### src/rtl/mips_alu_pkg.sv
// mips_alu_pkg: shared definitions for the MIPS ALU and the multi-cycle
// multiply controller that borrows it.
//   - ALU select encodings (ALU_*)
//   - mult_state_t : multiply sequencer FSM states
//   - MULT_STEPS   : shift-add iterations per product (one per multiplier bit)
package mips_alu_pkg;

  localparam logic [2:0] ALU_ADD = 3'b000;
  localparam logic [2:0] ALU_XOR = 3'b001;
  localparam logic [2:0] ALU_SUB = 3'b010;
  localparam logic [2:0] ALU_SLT = 3'b100;
  localparam logic [2:0] ALU_NOR = 3'b101;
  localparam logic [2:0] ALU_AND = 3'b110;
  localparam logic [2:0] ALU_OR  = 3'b111;

  localparam int MULT_STEPS = 32;

  typedef enum logic [1:0] {
    IDLE = 2'd0,
    RUN  = 2'd1,
    DONE = 2'd2
  } mult_state_t;

endpackage

### src/rtl/mult_sequencer.sv
// mult_sequencer: unsigned 32x32->64 multiply controller. Runs a shift-add
// loop through the shared ALU (held in ADD), one multiplier bit per cycle.
//
// Ports:
//   clk, rst_n        clock (rising edge), async active-low reset
//   start             request pulse, only honoured in IDLE
//   op_a / op_b       multiplicand / multiplier, captured on accepted start
//   busy              controller owns the ALU (RUN state)
//   done              one-cycle pulse, hi/lo valid
//   hi / lo           product [63:32] / [31:0], held between products
//   alu_a/alu_b/alu_sel  ALU operands and select (partial high word, M, ADD)
//   alu_out           combinational ALU result
//
// Optional feature: define MULT_ZERO_BYPASS_EN to finish immediately (hi=lo=0,
// busy never raised) when either operand is zero at start.
module mult_sequencer
  import mips_alu_pkg::*;
#(
  parameter int WIDTH = 32
) (
  input  logic             clk,
  input  logic             rst_n,
  input  logic             start,
  input  logic [WIDTH-1:0] op_a,
  input  logic [WIDTH-1:0] op_b,
  output logic             busy,
  output logic             done,
  output logic [WIDTH-1:0] hi,
  output logic [WIDTH-1:0] lo,
  output logic [WIDTH-1:0] alu_a,
  output logic [WIDTH-1:0] alu_b,
  output logic [2:0]       alu_sel,
  input  logic [WIDTH-1:0] alu_out
);

  localparam int CW = $clog2(MULT_STEPS);
  localparam logic [CW-1:0] LAST = CW'(MULT_STEPS - 1);

  mult_state_t      state_q, state_d;
  logic [WIDTH-1:0] m_q, phi_q, plo_q, hi_q, lo_q;
  logic [WIDTH-1:0] phi_d, plo_d;
  logic [CW-1:0]    cnt_q;
  logic             carry;
  logic             zero_op;

  // Accepted start with a zero operand takes the short path when enabled.
`ifdef MULT_ZERO_BYPASS_EN
  assign zero_op = (op_a == '0) || (op_b == '0);
`else
  assign zero_op = 1'b0;
`endif

  // The ALU has no carry-out; rebuild it from the operand and result MSBs.
  assign carry = (m_q[WIDTH-1] & phi_q[WIDTH-1]) |
                 ((m_q[WIDTH-1] | phi_q[WIDTH-1]) & ~alu_out[WIDTH-1]);

  // One shift-add step: add M when the current multiplier bit is set,
  // then shift the 65-bit {carry, P_hi, P_lo} right by one.
  always_comb begin
    if (plo_q[0]) begin
      phi_d = {carry, alu_out[WIDTH-1:1]};
      plo_d = {alu_out[0], plo_q[WIDTH-1:1]};
    end else begin
      phi_d = {1'b0, phi_q[WIDTH-1:1]};
      plo_d = {phi_q[0], plo_q[WIDTH-1:1]};
    end
  end

  // FSM: state register
  always_ff @(posedge clk or negedge rst_n) begin
    if (!rst_n) state_q <= IDLE;
    else        state_q <= state_d;
  end

  // FSM: next state
  always_comb begin
    state_d = state_q;
    case (state_q)
      IDLE:    if (start) state_d = zero_op ? DONE : RUN;
      RUN:     if (cnt_q == LAST) state_d = DONE;
      DONE:    state_d = IDLE;
      default: state_d = IDLE;
    endcase
  end

  // FSM: outputs (decoded from the state register, so glitch-free)
  always_comb begin
    busy = (state_q == RUN);
    done = (state_q == DONE);
  end

  // Datapath
  always_ff @(posedge clk or negedge rst_n) begin
    if (!rst_n) begin
      m_q   <= '0;
      phi_q <= '0;
      plo_q <= '0;
      cnt_q <= '0;
      hi_q  <= '0;
      lo_q  <= '0;
    end else begin
      case (state_q)
        IDLE: if (start) begin
          m_q   <= op_a;
          phi_q <= '0;
          plo_q <= op_b;
          cnt_q <= '0;
          if (zero_op) begin
            hi_q <= '0;
            lo_q <= '0;
          end
        end
        RUN: begin
          phi_q <= phi_d;
          plo_q <= plo_d;
          cnt_q <= cnt_q + 1'b1;
          // Result registers take the final step's value as DONE is entered.
          if (cnt_q == LAST) begin
            hi_q <= phi_d;
            lo_q <= plo_d;
          end
        end
        default: ;
      endcase
    end
  end

  assign hi      = hi_q;
  assign lo      = lo_q;
  assign alu_a   = phi_q;
  assign alu_b   = m_q;
  assign alu_sel = ALU_ADD;

endmodule
### config.mk
export PLATFORM = sky130hd
export DESIGN_NAME = mult_sequencer
export DESIGN_NICKNAME = d
export VERILOG_FILES = /design/src/rtl/mips_alu_pkg.sv /design/src/rtl/mult_sequencer.sv
export SDC_FILE = /design/constraint.sdc
export NUM_CORES = 1
export LEC_CHECK = 0
export ABC_AREA = 1
export CORE_MARGIN = 3
export CORE_UTILIZATION = 42
export CTS_CLUSTER_SIZE = 40
export DETAILED_ROUTE_END_ITERATION = 16
export HOLD_SLACK_MARGIN = 0.05
export PLACE_DENSITY = 0.77
export SLEW_MARGIN = 0
export SYNTH_ARGS = -nofsm -noshare
export SYNTH_HDL_FRONTEND = slang
export SYNTH_SLANG_ARGS = --single-unit
### constraint.sdc
create_clock -name clk -period 1.6 [get_ports clk]
set_clock_uncertainty 0.05 [all_clocks]
set_input_delay 0.16 -clock clk [delete_from_list [all_inputs] [get_ports clk]]
set_output_delay 0.16 -clock clk [all_outputs]
set_load 0.005 [all_outputs]
Word level (Yosys, flattened, before mapping)
Cells that the tools add are included.
Word-level totals
  logic and storage cells: 35
  bits in registers: 167
  output and inout bits: 133
  input port bits: 99
Operators by class
  bitwise operators: 5
  eq/ne operators: 5
  add/subtract/negate cells: 1
  reductions and logical operators: 6
  mux-type cells: 11
Operators with widths (count)
  $mux 32: 4
  $pmux 32 s2: 2
  $pmux 5 s2: 1
  $reduce_and 2->1: 4
  $add 5x1->5 const B: 1
  $eq 5x5->1 const B: 1
  $mux 5: 1
  $mux 2: 2
  $pmux 2 s2: 1
  $and 1x1->1: 2
  $eq 2x1->1 const B: 1
  $eq 2x2->1 const B: 1
  $logic_not 2->1: 1
  $ne 2x1->1 const B: 1
  $ne 2x2->1 const B: 1
  $or 1x1->1: 2
  $reduce_bool 2->1: 1
  $not 1->1: 1

Logic depth before layout (Yosys ltp)
Gate-level depths: netlist (run 1).
  word-level depth: 5
  gate-level depth with buffers: 10
  depth with buffers taken out: 9

Worst setup path after synthesis (run 1)
OpenSTA, ideal clock, no wires.
  path type: reg2reg
  start: reg cnt_q[0]
  end: reg hi_q[13] (netlist: hi[13])
  path slack: 31 ps
  stages on the path, launching flop included: 11
  arrival: 1403 ps
  path buffers: 2
  setup time: 116 ps
  required time: 1434 ps
  period minus slack after synthesis: 1569 ps
  cell sequence: dfrtp_1 ha_1 nand2_1 nor2_1 ha_1 inv_1 nor2_4 buf_6 buf_4 nand2_1 nand2_1
Between the ends
  cells in the longest elaborated chain, start to end: 2
Ends and longest elaborated chain
  start, declared: RTL line mult_sequencer.sv:42  | logic [CW-1:0] cnt_q;
  start signal, assigned: RTL line mult_sequencer.sv:116  | cnt_q <= cnt_q + 1'b1;
  $eq 5x5->1: RTL line mult_sequencer.sv:118  | if (cnt_q == LAST) begin
  $reduce_and 2->1 (no source line)
  end signal, assigned: RTL line mult_sequencer.sv:119  | hi_q <= phi_d;
  end, declared: RTL line mult_sequencer.sv:40  | logic [WIDTH-1:0] m_q, phi_q, plo_q, hi_q, lo_q;
No other way between the ends.
A chain may end at the register's enable or synchronous reset.

Final worst setup path (run 1)
  start: reg cnt_q[1]
  end: reg lo_q[3] (netlist: lo[3])
Between the ends
  cells in the longest elaborated chain, start to end: 2
Ends and longest elaborated chain
  $eq 5x5->1: RTL line mult_sequencer.sv:118
  $reduce_and 2->1 (no source line)
  end signal, assigned: RTL line mult_sequencer.sv:120  | lo_q <= plo_d;
  end, declared: RTL line mult_sequencer.sv:40
No other way between the ends.

==> flow_metrics.env, run 1 <==
export IMPL_outcome="finished with violations"
export IMPL_violations="setup timing"
export IMPL_yosys_area_top_type="dfrtp_1"
export IMPL_ios=232
export IMPL_core_rowCount=46
export IMPL_cts_root_buffer="clkbuf_16"
export IMPL_criticalPathCategory="flip-flop to flip-flop"
export IMPL_pwr_share_clk_pct=23.2
export IMPL_syn2layout_area_growth_pct=47.85
export IMPL_via_per_inst=4.963
export IMPL_critPathLaunchType="flip-flop"
export IMPL_slowest_delay_ns=0.36
export IMPL_via_count=6427
export IMPL_p_per_area_nw_per_um2=1873
export IMPL_fillers=1338
export IMPL_clkTransAtPathRegs_ns=0.07
export IMPL_drc_errors=0
export IMPL_cts_max_level=4
export IMPL_max_vdd_ir_drop_mv=0.9789
export IMPL_p_leak_uw=0.004924
export IMPL_maxCapViolations=0
export IMPL_p_int_uw=13050
export IMPL_ys_seq_area_share_pct=59.50
export IMPL_multi_input_area_sq_um=2442
export IMPL_cts_path_max_buffers=2
export IMPL_hold_viol_final=0
export IMPL_p_total_uw=19450
export IMPL_final_nets=1167
export IMPL_reg2reg_from="cnt_q[1]"
export IMPL_synth_area_sq_um=7023
export IMPL_ys_top_cells_by_area="dfrtp_1 (60%), nand2_1 (23%), nand3_1 (5.2%), o21ai_0 (4.2%), buf_2 (1.9%)"
export IMPL_cts_tree="built"
export IMPL_path_cells="ha_2 > nand2_2 > nor2_2 > ha_2 > inv_2 > nor2_4 > clkinv_4 > buf_12 > nand2_1 > nand2_1"
export IMPL_ff2ff_setup_slack_ns=-0.1
export IMPL_layout_cells_non_filler=1295
export IMPL_insertedDiodeCount=0
export IMPL_syn_inst=836
export IMPL_drive_gt1_share_pct=8.248
export IMPL_ys_warn_count=0
export IMPL_synth_top_cell_area_share_pct=59.50
export IMPL_timing_fmax_mhz=589.2
export IMPL_regArea_sq_um=4180
export IMPL_io_buffer_count=228
export IMPL_insertion_delay_ns=0.42
export IMPL_postSynthRegisterBits=167
export IMPL_grt_overflow=0
export IMPL_yosys_cell_types_count=20
export IMPL_numCtsBuffers=17
export IMPL_grt_pass1_wl_mm=31.15
export IMPL_tns_ns=-4.052
export IMPL_required_ns=1.86
export IMPL_wirelength_mm=19.55
export IMPL_postRouteAntennaNets=0
export IMPL_cp_arrival_ns=1.96
export IMPL_swShare_pct=32.92
export IMPL_wl_per_cell_microns=15.10
export IMPL_cp_slowest_cell="dfrtp_1"
export IMPL_fp_dieW_microns=135.3
export IMPL_antenna_found_initial=0
export IMPL_grtUsageTotal_pct=21.30
export IMPL_start_util_pct=43.58
export IMPL_switchingPower_uw=6404
export IMPL_end_kind="flip-flop"
export IMPL_placed_cell_area_sq_um=9582
export IMPL_holdCritPathClass="input pin to async pin"
export IMPL_sequentialPowerShare_pct=37.7
export IMPL_grt_start_max_net_pins=54
export IMPL_hold_ws_ns=0.1895
export IMPL_core_sq_um=16120
export IMPL_final_area_sq_um=10380
export IMPL_die_h_microns=135.3
export IMPL_setup_viol=64
export IMPL_first_pass_iters=5
export IMPL_avgSynthCellArea_sq_um=8.401
export IMPL_cts_sinks=167
export IMPL_gp_congestion=0.8307
export IMPL_grt_pass1_vias=6148
export IMPL_rr_endpoint="lo[3]"
export IMPL_finalWorstSetupSlack_ns=-0.09711
export IMPL_cp_max_fo=17
export IMPL_r2r_cells=10
export IMPL_finalMaxSlewViolations=0
export IMPL_fin_crit_ns=1.697
export IMPL_rsz0062_at_grt="yes"
export IMPL_hpwl_mm=13.08
export IMPL_dp_cells=1254
export IMPL_dieArea_sq_um=18310
export IMPL_p_comb_share_pct=39.1
export IMPL_fin_crit_sh_pct=106.1
export IMPL_drt_iter0_markers=554
==> layout make-up <==
class                   count  area share [%]
flip-flops and latches    167           40.26
repair buffers            260           25.93
multi-input cells         582           23.52
clock buffers              18           4.133
well taps                 216           2.603
clock inverters            14           2.133
inverters                  38           1.422
==> registers in the layout, summed over array words and instances (netlist names) <==
name,flops
cnt_q,5
lo,32
alu_a,32
state_q,2
alu_b,32
hi,32
plo_q,32
==> metal layers <==
metal	track usage [%]	vias to the layer above	part of all wire [%]
li1	-	3059	-
met4	7.839	0	2.3
met3	6.389	33	8.3
met5	0	-	0
met1	27.50	3069	41
met2	34.15	266	48
==> layout by cell type (no fill, tap or decap), drive strengths merged <==
master	n
a21oi	1
buf	31
bufinv	5
clkbuf	20
clkdlybuf4s50	224
clkinv	5
clkinvlp	2
conb	3
dfrtp	167
dlygate4sd2	2
dlygate4sd3	1
ha	2
inv	40
nand2	430
nand3	73
nand4	1
nor2	8
o21ai	64
==> timing repair <==
action,4_1_cts,5_1_grt
pin swaps,0,1
hold buffers,1,0
hold endpoints to repair,167,0
resized for setup,6,24
cloned,0,2
setup buffers,2,4
endpoints found under the setup margin,53,66
==> synth_stat cells <==
cell type and number:
nand3_1 73, o21ai_0 59, inv_1 35, nor2_4 1
o21ai_1 5, buf_4 11, a21oi_1 1, nand4_1 1
ha_1 2, inv_2 3, buf_6 7, dfrtp_1 167
nand2_1 429, clkbuf_2 2, buf_1 1, nor2_1 7
conb_1 1, nand2_2 1, buf_2 27, clkbuf_1 3
==> logic make-up after synthesis <==
kind of cell               Yosys count  synth area share [%]
and+or+nand+nor                    512                 28.84
DFF                                167                 59.50
buffers and inverters               89                 6.610
AOI/OAI and AO/OA                   65                 4.632
adders and majority gates            2                0.3563
other                                1               0.05340
==> through the flow <==
stage,utilization (%),setup slack (ns)
final,64.43,-0.09711
after global routing,64.43,-0.1903
after CTS,63.69,-0.06229
after detailed placement,59.46,-0.04864
after global placement,59.46,-0.008782
after floorplan,-,0.03083
==> how the worst max path moves through the flow <==
| stage | slack (ns) | to | from | cells past startpoint |
|---|---|---|---|---|
| after detailed placement | -0.05 | hi[31] | cnt_q[0] | 9 |
| after floorplan | 0.03 | hi[13] | cnt_q[0] | 10 |
| after CTS | -0.06 | lo[17] | cnt_q[0] | 10 |
| after global routing | -0.19 | hi[8] | cnt_q[1] | 10 |
| final | -0.1 | lo[3] | cnt_q[1] | 10 |
| after global placement | -0.009 | hi[31] | cnt_q[0] | 9 |
==> power by group through the flow <==
stage	clock, uW	combinational (uW)	sequential, uW
CTS	4580	7580	7290
floorplan	0	3060	7300
detailed placement	0	7480	7330
global route	4800	8510	7560
global placement	0	7310	7310
finish	4520	7610	7330
==> critical path, delay by kind of cell (launching register included) <==
| family | cells | cell delay, ns |
|---|---|---|
| buffers and inverters | 3 | 0.36 |
| AND/OR/NAND/NOR | 5 | 0.44 |
| flip-flops | 1 | 0.36 |
| adder cells (fa/ha/maj) | 2 | 0.37 |
(Power assumes the default switching activity.)
==> inputs of run 2 (changes only) <==
--- a/config.mk
+++ b/config.mk
@@ -6,6 +6,7 @@
 export NUM_CORES = 1
 export LEC_CHECK = 0
 export ABC_AREA = 1
+export CAP_MARGIN = 20
 export CORE_MARGIN = 3
 export CORE_UTILIZATION = 42
 export CTS_CLUSTER_SIZE = 40
==> results of run 2 <==
Same layout as run 1: the final DEF is identical, and so are final timing and power.
==> inputs of run 3 (changes only) <==
--- a/config.mk
+++ b/config.mk
@@ -7,6 +7,7 @@
 export LEC_CHECK = 0
 export ABC_AREA = 1
 export CAP_MARGIN = 20
+export CORE_ASPECT_RATIO = 1.1
 export CORE_MARGIN = 3
 export CORE_UTILIZATION = 42
 export CTS_CLUSTER_SIZE = 40
==> run 3 against run 2 <==
  * The run still ends with setup timing left
  * Combinational power decreased by 1%
  * Cell count decreased by 1.1%
  * Global-route usage about the same
  * Via count decreased by 2.7%
  * Core utilization decreased by 0.65 points
  * Critical endpoint is now hi[25]
  * Critical path depth decreased by 1
  * Worst setup slack improved by 0.066 ns
  * Sequential cell count unchanged
  * Clock-buffer cell count increased by 4
==> flow_metrics.env, run 3 (synthesis results as in run 1) <==
export IMPL_outcome="finished with violations"
export IMPL_violations="setup timing"
export IMPL_p_leak_uw=0.004876
export IMPL_grt_pass1_vias=6170
export IMPL_grt_overflow=0
export IMPL_cts_sinks=167
export IMPL_fp_dieW_microns=129.3
export IMPL_max_vdd_ir_drop_mv=0.9637
export IMPL_timing_fmax_mhz=613.1
export IMPL_setup_viol=38
export IMPL_finalWorstSetupSlack_ns=-0.03108
export IMPL_cts_root_buffer="clkbuf_16"
export IMPL_gp_congestion=0.8454
export IMPL_regArea_sq_um=4180
export IMPL_multi_input_area_sq_um=2395
export IMPL_start_util_pct=43.80
export IMPL_drc_errors=0
export IMPL_first_pass_iters=5
export IMPL_p_total_uw=18830
export IMPL_antenna_found_initial=1
export IMPL_numCtsBuffers=17
export IMPL_final_nets=1169
export IMPL_holdCritPathClass="input pin to async pin"
export IMPL_fillers=1342
export IMPL_core_rowCount=48
export IMPL_cp_arrival_ns=1.94
export IMPL_cts_path_max_buffers=2
export IMPL_hold_viol_final=0
export IMPL_postRouteAntennaNets=0
export IMPL_fin_crit_ns=1.631
export IMPL_via_per_inst=4.881
export IMPL_grtUsageTotal_pct=21.28
export IMPL_maxCapViolations=0
export IMPL_critPathLaunchType="flip-flop"
export IMPL_io_buffer_count=228
export IMPL_core_sq_um=16040
export IMPL_criticalPathCategory="flip-flop to flip-flop"
export IMPL_required_ns=1.91
export IMPL_via_count=6253
export IMPL_clkTransAtPathRegs_ns=0.06
export IMPL_p_per_area_nw_per_um2=1842
export IMPL_layout_common_cells="nand2_1 (429), clkdlybuf4s50_1 (225), dfrtp_1 (166)"
export IMPL_drive_gt1_share_pct=6.383
export IMPL_fin_crit_sh_pct=101.9
export IMPL_rsz0062_at_grt="yes"
export IMPL_insertion_delay_ns=0.42
export IMPL_wirelength_mm=19.25
export IMPL_insertedDiodeCount=0
export IMPL_cp_max_fo=39
export IMPL_syn2layout_area_growth_pct=45.63
export IMPL_final_area_sq_um=10230
export IMPL_hpwl_mm=13.41
export IMPL_cts_max_level=4
export IMPL_grt_pass1_wl_mm=30.88
export IMPL_ios=232
export IMPL_grt_start_max_net_pins=49
export IMPL_die_h_microns=141.6
export IMPL_cts_tree="built"
export IMPL_placed_cell_area_sq_um=9599
export IMPL_end_kind="flip-flop"
export IMPL_wl_per_cell_microns=15.03
export IMPL_finalMaxSlewViolations=0
export IMPL_dieArea_sq_um=18310
export IMPL_drt_iter0_markers=342
export IMPL_final_common_cell="nand2_1"
==> run 3: changes by cell type in the layout (fill, tap and decap cells not counted), moves of 3 or more <==
cell,delta
buf_4,+6
bufinv_16,-3
clkbuf_1,+3
nand2_1,+14
nand2_2,-13
==> run 3: critical path: stages (launching register included) <==
cell	delay (ns)
dfrtp_1	0.36
ha_1	0.17
nand2_1	0.07
nor2_1	0.10
ha_1	0.16
inv_1	0.06
nor2_4	0.18
buf_12	0.24
nand2_1	0.10
nand2_1	0.08
==> run 3: what timing repair did <==
item                       in CTS  in global routing
setup buffers                   4                  1
hold buffers                    1                  0
setup endpoints to repair      68                 65
gates resized for setup         4                  1
pin swaps                       1                  0
hold endpoints to repair      167                  0
==> run 3: path summary, 6_finish.rpt <==
kind                                start  depth (start not counted)  slack (ns)        end
worst max-delay path             cnt_q[0]                          9       -0.03     hi[25]
worst min-delay path                rst_n                          2        0.16   plo_q[9]
worst max register to register   cnt_q[0]                          9       -0.03     hi[25]
worst min register to register  alu_b[18]                          2        0.42  alu_b[18]
max in group asynchronous           rst_n                          3        0.78   plo_q[0]
min in group clk                 op_a[10]                          3        0.22  alu_b[10]
==> run 3: layout make-up <==
class,count,area share (%)
Clock buffer,22,4.441
Timing Repair Buffer,262,26.22
Tap cell,200,2.447
Multi-Input combinational cell,582,23.42
Clock inverter,10,1.187
Sequential cell,167,40.87
Inverter,38,1.419
==> run 3: routing by layer <==
layer  GRT usage [%]  wire (microns)  share of wire (%)
met5               0              13              0.068
met4           6.744             243                1.3
met3           5.422            1295                6.7
met2           35.37            9437                 49
met1           27.35            8259                 43
==> run 3: through the flow <==
stage / hold slack, ns / util [%] / worst slack (ns) / std cells / setup TNS, ns
after floorplan: -0.1856 / - / 0.03083 / 838 / 0
after global placement: 0.02634 / 59.86 / 0.01936 / 1243 / 0
after detailed placement: 0.02757 / 59.86 / -0.04950 / 1243 / -1.896
after CTS: 0.1502 / 63.73 / -0.04813 / 1280 / -0.5763
after global routing: 0.1858 / 63.78 / -0.1861 / 1281 / -9.103
final: 0.1582 / 63.78 / -0.03108 / 1281 / -0.3548
==> run 3: report_power, final <==
| part | total (uW) | switching (uW) | internal, uW | leakage, uW |
|---|---|---|---|---|
| combinational | 7520 | 3450 | 4060 | 0.00260 |
| sequential | 7290 | 1170 | 6130 | 0.00200 |
| clock | 4020 | 1670 | 2350 | 0.000267 |
| total | 18800 | 6290 | 12500 | 0.00488 |
